**src/rtl/core_n.sv**
```systemverilog
// core_n: parametrised single-cycle accumulator core.
// Fetches one instruction per clock from an external combinational ROM addressed
// by the PC and updates A, B, carry, output register, PC and halt flag on one edge.
module core_n #(
  parameter int unsigned DATA_W = 4,
  parameter int unsigned ADDR_W = 4
) (
  input  logic              clock,
  input  logic              reset,
  input  logic              run,
  input  logic [DATA_W-1:0] in,
  input  logic [DATA_W+3:0] rom_value,
  output logic [ADDR_W-1:0] rom_addr,
  output logic [DATA_W-1:0] out,
  output logic              halted
);

  localparam logic [3:0] OP_ADD_A  = 4'b0000;
  localparam logic [3:0] OP_MOV_AB = 4'b0001;
  localparam logic [3:0] OP_IN_A   = 4'b0010;
  localparam logic [3:0] OP_MOV_AI = 4'b0011;
  localparam logic [3:0] OP_MOV_BA = 4'b0100;
  localparam logic [3:0] OP_ADD_B  = 4'b0101;
  localparam logic [3:0] OP_IN_B   = 4'b0110;
  localparam logic [3:0] OP_MOV_BI = 4'b0111;
  localparam logic [3:0] OP_HLT    = 4'b1000;
  localparam logic [3:0] OP_OUT_B  = 4'b1001;
  localparam logic [3:0] OP_OUT_I  = 4'b1011;
  localparam logic [3:0] OP_JNC    = 4'b1110;
  localparam logic [3:0] OP_JMP    = 4'b1111;

  logic [DATA_W-1:0] a, b;
  logic              c;
  logic [DATA_W-1:0] a_nxt, b_nxt, out_nxt;
  logic              c_nxt, halted_nxt;
  logic [ADDR_W-1:0] pc_nxt;

  logic [3:0]        op;
  logic [DATA_W-1:0] imm;
  logic [DATA_W:0]   sum_a, sum_b;
  logic [ADDR_W-1:0] pc_inc, jmp_target;
  logic              exec;

  // Instruction decode and datapath arithmetic shared by the next-state logic
  assign op         = rom_value[DATA_W+3:DATA_W];
  assign imm        = rom_value[DATA_W-1:0];
  assign sum_a      = {1'b0, a} + {1'b0, imm};
  assign sum_b      = {1'b0, b} + {1'b0, imm};
  assign pc_inc     = rom_addr + ADDR_W'(1);
  assign jmp_target = imm[ADDR_W-1:0];
  assign exec       = run && !halted;

  // State register: all architectural state, cleared asynchronously
  always_ff @(posedge clock or negedge reset) begin
    if (!reset) begin
      a        <= '0;
      b        <= '0;
      c        <= 1'b0;
      rom_addr <= '0;
      out      <= '0;
      halted   <= 1'b0;
    end else begin
      a        <= a_nxt;
      b        <= b_nxt;
      c        <= c_nxt;
      rom_addr <= pc_nxt;
      out      <= out_nxt;
      halted   <= halted_nxt;
    end
  end

  // Next-state logic: hold everything unless executing, then apply the opcode
  always_comb begin
    a_nxt      = a;
    b_nxt      = b;
    c_nxt      = c;
    pc_nxt     = rom_addr;
    out_nxt    = out;
    halted_nxt = halted;
    if (exec) begin
      c_nxt  = 1'b0;
      pc_nxt = pc_inc;
      case (op)
        OP_ADD_A:  {c_nxt, a_nxt} = sum_a;
        OP_ADD_B:  {c_nxt, b_nxt} = sum_b;
        OP_MOV_AB: a_nxt = b;
        OP_MOV_BA: b_nxt = a;
        OP_IN_A:   a_nxt = in;
        OP_IN_B:   b_nxt = in;
        OP_MOV_AI: a_nxt = imm;
        OP_MOV_BI: b_nxt = imm;
        OP_OUT_B:  out_nxt = b;
        OP_OUT_I:  out_nxt = imm;
        // JNC looks at the carry left by the previous executed instruction
        OP_JNC:    if (!c) pc_nxt = jmp_target;
        OP_JMP:    pc_nxt = jmp_target;
        OP_HLT: begin
          halted_nxt = 1'b1;
          pc_nxt     = rom_addr;
        end
        default: ;
      endcase
    end
  end

endmodule

```
**config.mk**
```make
export PLATFORM = sky130hd
export DESIGN_NAME = core_n
export DESIGN_NICKNAME = d
export VERILOG_FILES = /design/src/rtl/core_n.sv
export SDC_FILE = /design/constraint.sdc
export NUM_CORES = 1
export LEC_CHECK = 0
export BUFFER_PORTS_ARGS = -buffer_cell sky130_fd_sc_hd__buf_2
export CORE_ASPECT_RATIO = 0.9
export CORE_UTILIZATION = 59
export DETAILED_ROUTE_END_ITERATION = 8
export PLACE_DENSITY = 0.84
export SYNTH_ARGS = -nofsm -noshare
export SYNTH_HDL_FRONTEND = slang
export SYNTH_SLANG_ARGS = --single-unit
```
**constraint.sdc**
```tcl
create_clock -name clock -period 3.1 [get_ports clock]
set_clock_uncertainty 0.2 [all_clocks]
set_input_delay 0.31 -clock clock [delete_from_list [all_inputs] [get_ports clock]]
set_output_delay 0.31 -clock clock [all_outputs]
set_load 0.05 [all_outputs]
```
==> flow_summary.ini, run 1 <==
[yosys]
ys_ff_latch = 18
synthFlopType = dfrtp_1
syn_inst = 130
synth_edf_count = 0
synth_top_area_share_pct = 34.32
ys.warnings.count = 0
syn_nets = 156
synthArstFlopShare_pct = 100.0
syn_area_um2 = 1313
synth.largest_area_cell = dfrtp_1
yosysUniqueCellTypes = 38
syn_area_per_cell_um2 = 10.10
synth_area_leaders = dfrtp_1 34%, ha_1 8.6%, mux2i_1 7.6%
yosysSeqAreaShare_pct = 34.32

[worst_setup_path]
r2r_slack_ps = 850
critPathKind = register to register
required_ps = 3100
rr_endpoint = a[2]
arrival_ps = 2250
r2r_cells = 5
critPathLaunchType = register
crit_path_max_fanout = 3
crit_path_end_kind = register
r2r_start = a[0]

[place]
port_buffers = 23
gp_congestion = 0.7686
post-dp-hpwl_mm = 2.182

[drt]
drt_iter0_drc = 23
drt-vias-per-instance = 6.117
vias = 1101
wl_per_cell_um = 15.90
firstDrtPassIters = 4
post-route-drc-count = 0
ant_nets = 0
totalWireLength_mm = 2.862

[sta]
drv_slew = 0
fmax_mhz = 443.8
tightest_slew_ps = 435.9
rsz0062_at_grt = no
fin_crit_sh_pct = 72.68
slew_headroom_pct = 70.94
finalSetupTns_ps = 0
setup_viol = 0
period_minus_slack_ps = 2253
hold_viol = 0
worst_hold_slack_ps = 59.62

[finish]
mostFrequentLayoutCells = 23 x buf_2, 18 x dfrtp_1, 15 x nand2_1, 10 x mux2i_1
nNetsFinal = 182
antenna_cells = 0
nFillCells = 158
synthToLayoutAreaGrowth_pct = 12.58
layout_commonest_cell = buf_2
drive_gt1_share_pct = 27.10

[worst_hold_path]
hold_depth = 2
hold_end = halted
holdCritStartpoint = run
hp-class = input port to register

[grt]
grt_pass1_wl_mm = 4.588
grt_max_degree = 19
track_usage_pct = 26.62
antenna_found_initial = 0
first_global_vias = 1027
grt_overflow_total = 0

[clock_tree]
cts-root-buf = clkbuf_4
clock_sinks = 18
htree_levels = 1
numCtsBuffers = 3
clk-insertion-delay-late_ps = 310
clockBufferDepth = 2
cts_tree = done
clkSlewWorstSetupHoldPaths_ps = 110

[floorplanning]
ios = 24
initial_core_util_pct = 65.36
core-area_um2 = 2008
die_h_um = 46.75
die_area_um2 = 2417
die_x_um = 51.72
rows = 15

[status]
status = finished, final reports clean

[pwr]
p_leak_nw = 0.7270
ir_worst_vdd_mv = 0.7061
power_density_nw_per_um2 = 863.4

[job]
cap_violations = 0
sequential cells by signal (all words and copies together), names as in the netlist:
name and flops:
out 4, b 4, a 4, rom_addr 4, halted 1, c 1
Yosys cell counts, drive strengths merged (4+ instances only):
master / instances
a21oi: 8
dfrtp: 18
ha: 9
inv: 9
mux2: 4
mux2i: 10
mux4: 4
nand2: 15
nand3: 5
nor2: 7
o21ai: 12
report_power, final:
part / internal, mW / switching, mW / leakage (nW) / total (mW)
Clock: 0.0718 / 0.0799 / 0.0210 / 0.152
Sequential: 0.339 / 0.101 / 0.219 / 0.440
Combinational: 0.260 / 0.424 / 0.487 / 0.684
Total: 0.671 / 0.605 / 0.727 / 1.28
layout make-up:
class / count / area, µm² / share of cell area [%]
Multi-Input combinational cell: 100 / 798.3 / 54.02
Inverter: 9 / 36.28 / 2.456
Sequential cell: 18 / 450.4 / 30.48
Timing Repair Buffer: 24 / 125.1 / 8.467
Clock buffer: 4 / 36.28 / 2.456
Tap cell: 25 / 31.28 / 2.117
how the worst max path moves through the flow:
stage	to	start	slack [ps]
CTS	a[2]	a[0]	860
global route	b[2]	b[0]	770
finish	a[2]	a[0]	850
detailed placement	a[2]	rom_value[0]	830
global placement	a[2]	rom_value[0]	890
floorplan	a[2]	a[0]	980
routing by layer:
metal	track usage, %	vias to the layer above	share of wire, %
met1	34.97	537	47
li1	-	533	-
met3	5.825	5	3.2
met5	0	-	0
met2	45.45	26	49
met4	7.027	0	0.87
critical path, cell delays in order, from the launching register on:
cell and delay, ps:
dfrtp_1 420, ha_1 240, fa_1 410, xor2_1 160
mux4_2 440, mux2_2 270
kinds of logic after synthesis:
| kind of cell | count (synthesis) | share of synthesized area, % |
|---|---|---|
| AOI/OAI and AO/OA | 35 | 17.92 |
| xor gates and xnor gates | 2 | 1.335 |
| adders and majority gates | 11 | 11.63 |
| buffers and inverters | 12 | 4.862 |
| DFF | 18 | 34.32 |
| muxes | 18 | 17.92 |
| and+or+nand+nor | 34 | 12.01 |
metrics by stage:
stage	instances	setup slack (ps)	utilization [%]	area, µm²	total power [mW]
3_3_place_gp	175	886.9	71.28	1431	1.086
2_1_floorplan	130	977.8	-	1313	0.9521
5_1_grt	180	771.5	73.58	1478	1.364
6_report	180	846.9	73.58	1478	1.276
4_1_cts	180	863.7	73.58	1478	1.279
3_5_place_dp	175	830.3	71.28	1431	1.121
what timing repair did:
action	in CTS	in global routing
hold buffers	1	0
buffers inserted	0	0
hold endpoints to repair	18	0
endpoints found under the setup margin	0	0
gates resized for setup	0	0
Power figures use the tool's default switching activity.
==> inputs of run 2 (changes only) <==
--- a/config.mk
+++ b/config.mk
@@ -7,9 +7,9 @@
 export LEC_CHECK = 0
 export BUFFER_PORTS_ARGS = -buffer_cell sky130_fd_sc_hd__buf_2
 export CORE_ASPECT_RATIO = 0.9
-export CORE_UTILIZATION = 59
+export CORE_UTILIZATION = 49
 export DETAILED_ROUTE_END_ITERATION = 8
-export PLACE_DENSITY = 0.84
+export PLACE_DENSITY = 0.74
 export SYNTH_ARGS = -nofsm -noshare
 export SYNTH_HDL_FRONTEND = slang
 export SYNTH_SLANG_ARGS = --single-unit
==> constraint.sdc (replaced) <==
create_clock -name clock -period 1.9 [get_ports clock]
set_clock_uncertainty 0.2 [all_clocks]
set_input_delay 0.19 -clock clock [delete_from_list [all_inputs] [get_ports clock]]
set_output_delay 0.19 -clock clock [all_outputs]
set_load 0.05 [all_outputs]
==> flow_summary.ini, run 2 (synthesis results as in run 1) <==
[drt]
wl_met3_um = 134
post-route-drc-count = 0
top_layer = met4
firstDrtPassIters = 4
drt-vias-per-instance = 5.763
totalWireLength_mm = 3.044
drt_iter0_drc = 21
ant_nets = 0
wl_met2_mm = 1.442
wl_per_cell_um = 15.69
met1_length_mm = 1.410
vias = 1118

[clock_tree]
clk-insertion-delay-late_ps = 300
clock_sinks = 18
clockBufferDepth = 2
clkSlewWorstSetupHoldPaths_ps = 110
cts_tree = done
postCtsSetupBuffers = 0
cts-root-buf = clkbuf_4
numCtsBuffers = 3
htree_levels = 1

[worst_setup_path]
critPathLaunchType = register
rr_endpoint = a[2]
crit_path_end_kind = register
crit_path_max_fanout = 3
required_ps = 1890
critPathKind = register to register
r2r_cells = 5
r2r_slack_ps = -270
crit_path_end = a[2]
arrival_ps = 2160
startpoint = a[0]
r2r_start = a[0]

[sta]
setup_viol = 2
slew_headroom_pct = 71.92
drv_slew = 0
fin_ws_ps = -271.6
period_minus_slack_ps = 2172
rsz0062_at_grt = yes
fin_crit_sh_pct = 114.3
tightest_slew_ps = 421.2
fmax_mhz = 460.5
hold_viol = 0

[floorplanning]
initial_core_util_pct = 52.74
rows = 17
ios = 24
die_x_um = 56.56
die_area_um2 = 2890
core-area_um2 = 2489
die_h_um = 51.10

[pwr]
switching_share_pct = 45.78
internal-power_mw = 1.212
ir_worst_vdd_mv = 1.037
total_power_mw = 2.235
power_density_nw_per_um2 = 1406
netSwitchingPower_mw = 1.023
p_leak_nw = 0.7783
power_frac_seq_pct = 30.5
comb_power_share_pct = 58.5
clkPwrFrac_pct = 11.0

[finish]
layout_commonest_cell = buf_2
synthToLayoutAreaGrowth_pct = 21.16
instances_no_fill = 194
mostFrequentLayoutCells = 23 x buf_2, 18 x dfrtp_1, 15 x nand2_1, 10 x mux2i_1, 10 x buf_4
drive_gt1_share_pct = 34.34
nNetsFinal = 193
antenna_cells = 0

[status]
violations = negative setup slack
status = finished with violations

[place]
gp_congestion = 0.8261
port_buffers = 23
post-dp-hpwl_mm = 2.352
dp_cells = 188

[worst_hold_path]
hp-class = input port to register

[grt]
antenna_found_initial = 0
track_usage_pct = 22.98
first_global_vias = 1076
grt_overflow_total = 0
grt_max_degree = 19
grt_pass1_wl_mm = 4.940

[job]
cap_violations = 0
==> run 2: changes by cell type in the layout (fill, tap and decap cells not counted), moves of 2 or more <==
cell   delta
buf_4    +10
fa_1      -2
fa_2      +2
ha_1      -2
==> run 2: layout make-up <==
class | instances | area, µm²
flip-flops and latches | 18 | 450.4
repair buffers | 35 | 210.2
clock buffers | 4 | 36.28
multi-input cells | 100 | 822.0
fillers | 208 | 898.4
well taps | 28 | 35.03
inverters | 9 | 36.28
==> run 2: worst min-delay path by stage <==
stage	slack [ps]	start	depth (start not counted)	end
6_report	60	rom_value[2]	3	out[2]
5_1_grt	80	rom_value[2]	3	out[2]
4_1_cts	60	rom_value[2]	3	out[2]
3_5_place_dp	-50	reset	1	out[0]
3_3_place_gp	-50	reset	1	out[0]
2_1_floorplan	-310	reset	0	a[0]
==> run 2: worst max-delay path, cell delays in order (launching register included) <==
cell	delay, ps
dfrtp_1	430
ha_4	180
fa_2	380
xor2_1	150
mux4_2	430
mux2_2	280
==> run 2: stage by stage <==
stage                     hold slack (ps)  instance area [µm²]  TNS (ps)  worst slack [ps]  util, %
final                               64.11                 1590    -480.0            -271.6    63.90
after global routing                81.38                 1590    -626.6            -298.6    63.90
after CTS                           63.25                 1574    -437.6            -223.7    63.25
after detailed placement           -53.47                 1518    -396.1            -217.4    60.99
after global placement             -50.86                 1518    -323.5            -170.7    60.99
after floorplan                    -305.6                 1320    -271.3            -142.9        -
==> run 2: metal layers <==
metal | vias up | global-route usage (%)
met5 | - | 0
met4 | 0 | 7.724
met3 | 6 | 6.835
met2 | 26 | 37.45
met1 | 538 | 29.27
li1 | 548 | -
==> run 2: power groups by stage <==
| stage | registers (mW) | clock network, mW | logic [mW] |
|---|---|---|---|
| after detailed placement | 0.687 | 0 | 1.27 |
| after floorplan | 0.982 | 0 | 0.578 |
| after global routing | 0.708 | 0.270 | 1.43 |
| final | 0.683 | 0.245 | 1.31 |
| after CTS | 0.678 | 0.249 | 1.28 |
| after global placement | 0.679 | 0 | 1.23 |
==> run 2: timing repair <==
action                                  CTS  global route
pin swaps                                 1             2
endpoints found under the setup margin    2             4
hold buffers                              2             0
endpoints found under the hold margin    19             0
resized for setup                         0             5
==> inputs of run 3 (changes only) <==
--- a/config.mk
+++ b/config.mk
@@ -7,9 +7,9 @@
 export LEC_CHECK = 0
 export BUFFER_PORTS_ARGS = -buffer_cell sky130_fd_sc_hd__buf_2
 export CORE_ASPECT_RATIO = 0.9
-export CORE_UTILIZATION = 49
+export CORE_UTILIZATION = 55
 export DETAILED_ROUTE_END_ITERATION = 8
-export PLACE_DENSITY = 0.74
+export PLACE_DENSITY = 0.79
 export SYNTH_ARGS = -nofsm -noshare
 export SYNTH_HDL_FRONTEND = slang
 export SYNTH_SLANG_ARGS = --single-unit
==> constraint.sdc (replaced) <==
create_clock -name clock -period 2.4 [get_ports clock]
set_clock_uncertainty 0.2 [all_clocks]
set_input_delay 0.24 -clock clock [delete_from_list [all_inputs] [get_ports clock]]
set_output_delay 0.24 -clock clock [all_outputs]
set_load 0.05 [all_outputs]
==> flow_summary.ini, run 3 (synthesis results as in run 1) <==
[worst_setup_path]
crit_path_end_kind = register
required_ps = 2390
crit_path_max_fanout = 3
path_cells = ha_1, fa_1, xor2_1, mux4_2, mux2_2
critPathLaunchType = register
cp_slowest_stage_delay_ps = 460
slowest_stage = mux4_2
critPathKind = register to register
arrival_ps = 2260

[grt]
grt_max_degree = 19
grt_pass1_wl_mm = 4.899
first_global_vias = 1056
antenna_found_initial = 0
track_usage_pct = 26.19
grt_overflow_total = 0

[floorplanning]
die_x_um = 53.50
die_area_um2 = 2586
die_h_um = 48.35
core-area_um2 = 2222
ios = 24
initial_core_util_pct = 59.07
rows = 16

[drt]
vias = 1102
wl_per_cell_um = 16.01
post-route-drc-count = 0
drt_iter0_drc = 40
drt-vias-per-instance = 6.055
firstDrtPassIters = 5
ant_nets = 0
totalWireLength_mm = 2.913

[pwr]
ir_worst_vdd_mv = 0.9084
power_density_nw_per_um2 = 1090
p_leak_nw = 0.7240

[clock_tree]
clockBufferDepth = 2
numCtsBuffers = 3
cts_resized = 0
cts_tree = done
htree_levels = 1
clock_sinks = 18
hold_buffers = 2
cts-root-buf = clkbuf_4
clkSlewWorstSetupHoldPaths_ps = 110
postCtsSetupBuffers = 0
clk-insertion-delay-late_ps = 300

[place]
port_buffers = 23
post-dp-hpwl_mm = 2.226
gp_congestion = 0.7818

[job]
cap_violations = 0

[sta]
drv_slew = 0
fin_crit_sh_pct = 94.43
finalSetupTns_ps = 0
tightest_slew_ps = 426.1
worst_hold_slack_ps = 70.23
hold_viol = 0
rsz0062_at_grt = no
fmax_mhz = 441.2
period_minus_slack_ps = 2266
setup_viol = 0
slew_headroom_pct = 71.59

[finish]
nNetsFinal = 183
drive_gt1_share_pct = 26.45
mostFrequentLayoutCells = 23 x buf_2, 18 x dfrtp_1, 15 x nand2_1, 10 x mux2i_1
layout_commonest_cell = buf_2
synthToLayoutAreaGrowth_pct = 12.49
antenna_cells = 0

[status]
status = finished, final reports clean

[worst_hold_path]
hp-class = input port to register
[run 3: per-stage QoR]
| step | instances | worst slack, ps | power [mW] | instance area (µm²) | util, % |
|---|---|---|---|---|---|
| 3_3_place_gp | 177 | 241.6 | 1.404 | 1434 | 64.53 |
| 5_1_grt | 182 | 89.68 | 1.730 | 1476 | 66.44 |
| 4_1_cts | 182 | 141.3 | 1.609 | 1476 | 66.44 |
| 6_report | 182 | 133.6 | 1.609 | 1476 | 66.44 |
| 2_1_floorplan | 130 | 277.8 | 1.230 | 1313 | - |
| 3_5_place_dp | 177 | 159.3 | 1.453 | 1434 | 64.53 |
[run 3: final timing paths]
path	start	end	slack, ps	cells after the start
setup / recovery	a[0]	a[2]	130	5
hold / removal	rom_value[0]	rom_addr[0]	70	3
setup reg to reg	a[0]	a[2]	130	5
hold reg to reg	out[1]	out[1]	290	2
max in group asynchronous	reset	a[1]	1500	2
min in group asynchronous	reset	out[3]	200	2
[run 3: power by group]
group          internal [mW]  leakage (nW)  switching (mW)
Combinational          0.338         0.491           0.555
Clock                 0.0585        0.0138          0.0966
Sequential             0.438         0.219           0.123
Total                  0.834         0.724           0.775
[run 3: layer usage]
metal / up-vias / GRT usage, % / wire length (µm)
met2: 44 / 42.50 / 1439
met5: - / 0 / 0
met1: 523 / 34.49 / 1314
li1: 533 / - / -
met3: 2 / 6.918 / 143
met4: 0 / 5.702 / 17
[run 3: layout make-up]
cell class / count / area (µm²)
flip-flops and latches: 18 / 450.4
multi-input cells: 100 / 798.3
well taps: 27 / 33.78
repair buffers: 25 / 135.1
fillers: 184 / 745.7
inverters: 9 / 36.28
clock buffers: 3 / 22.52
[run 3: critical path, delay by kind of cell, from the launching register on]
family                     cells  cell delay [ps]
muxes                          2              740
adders and majority gates      2              660
DFF                            1              410
xor gates and xnor gates       1              160
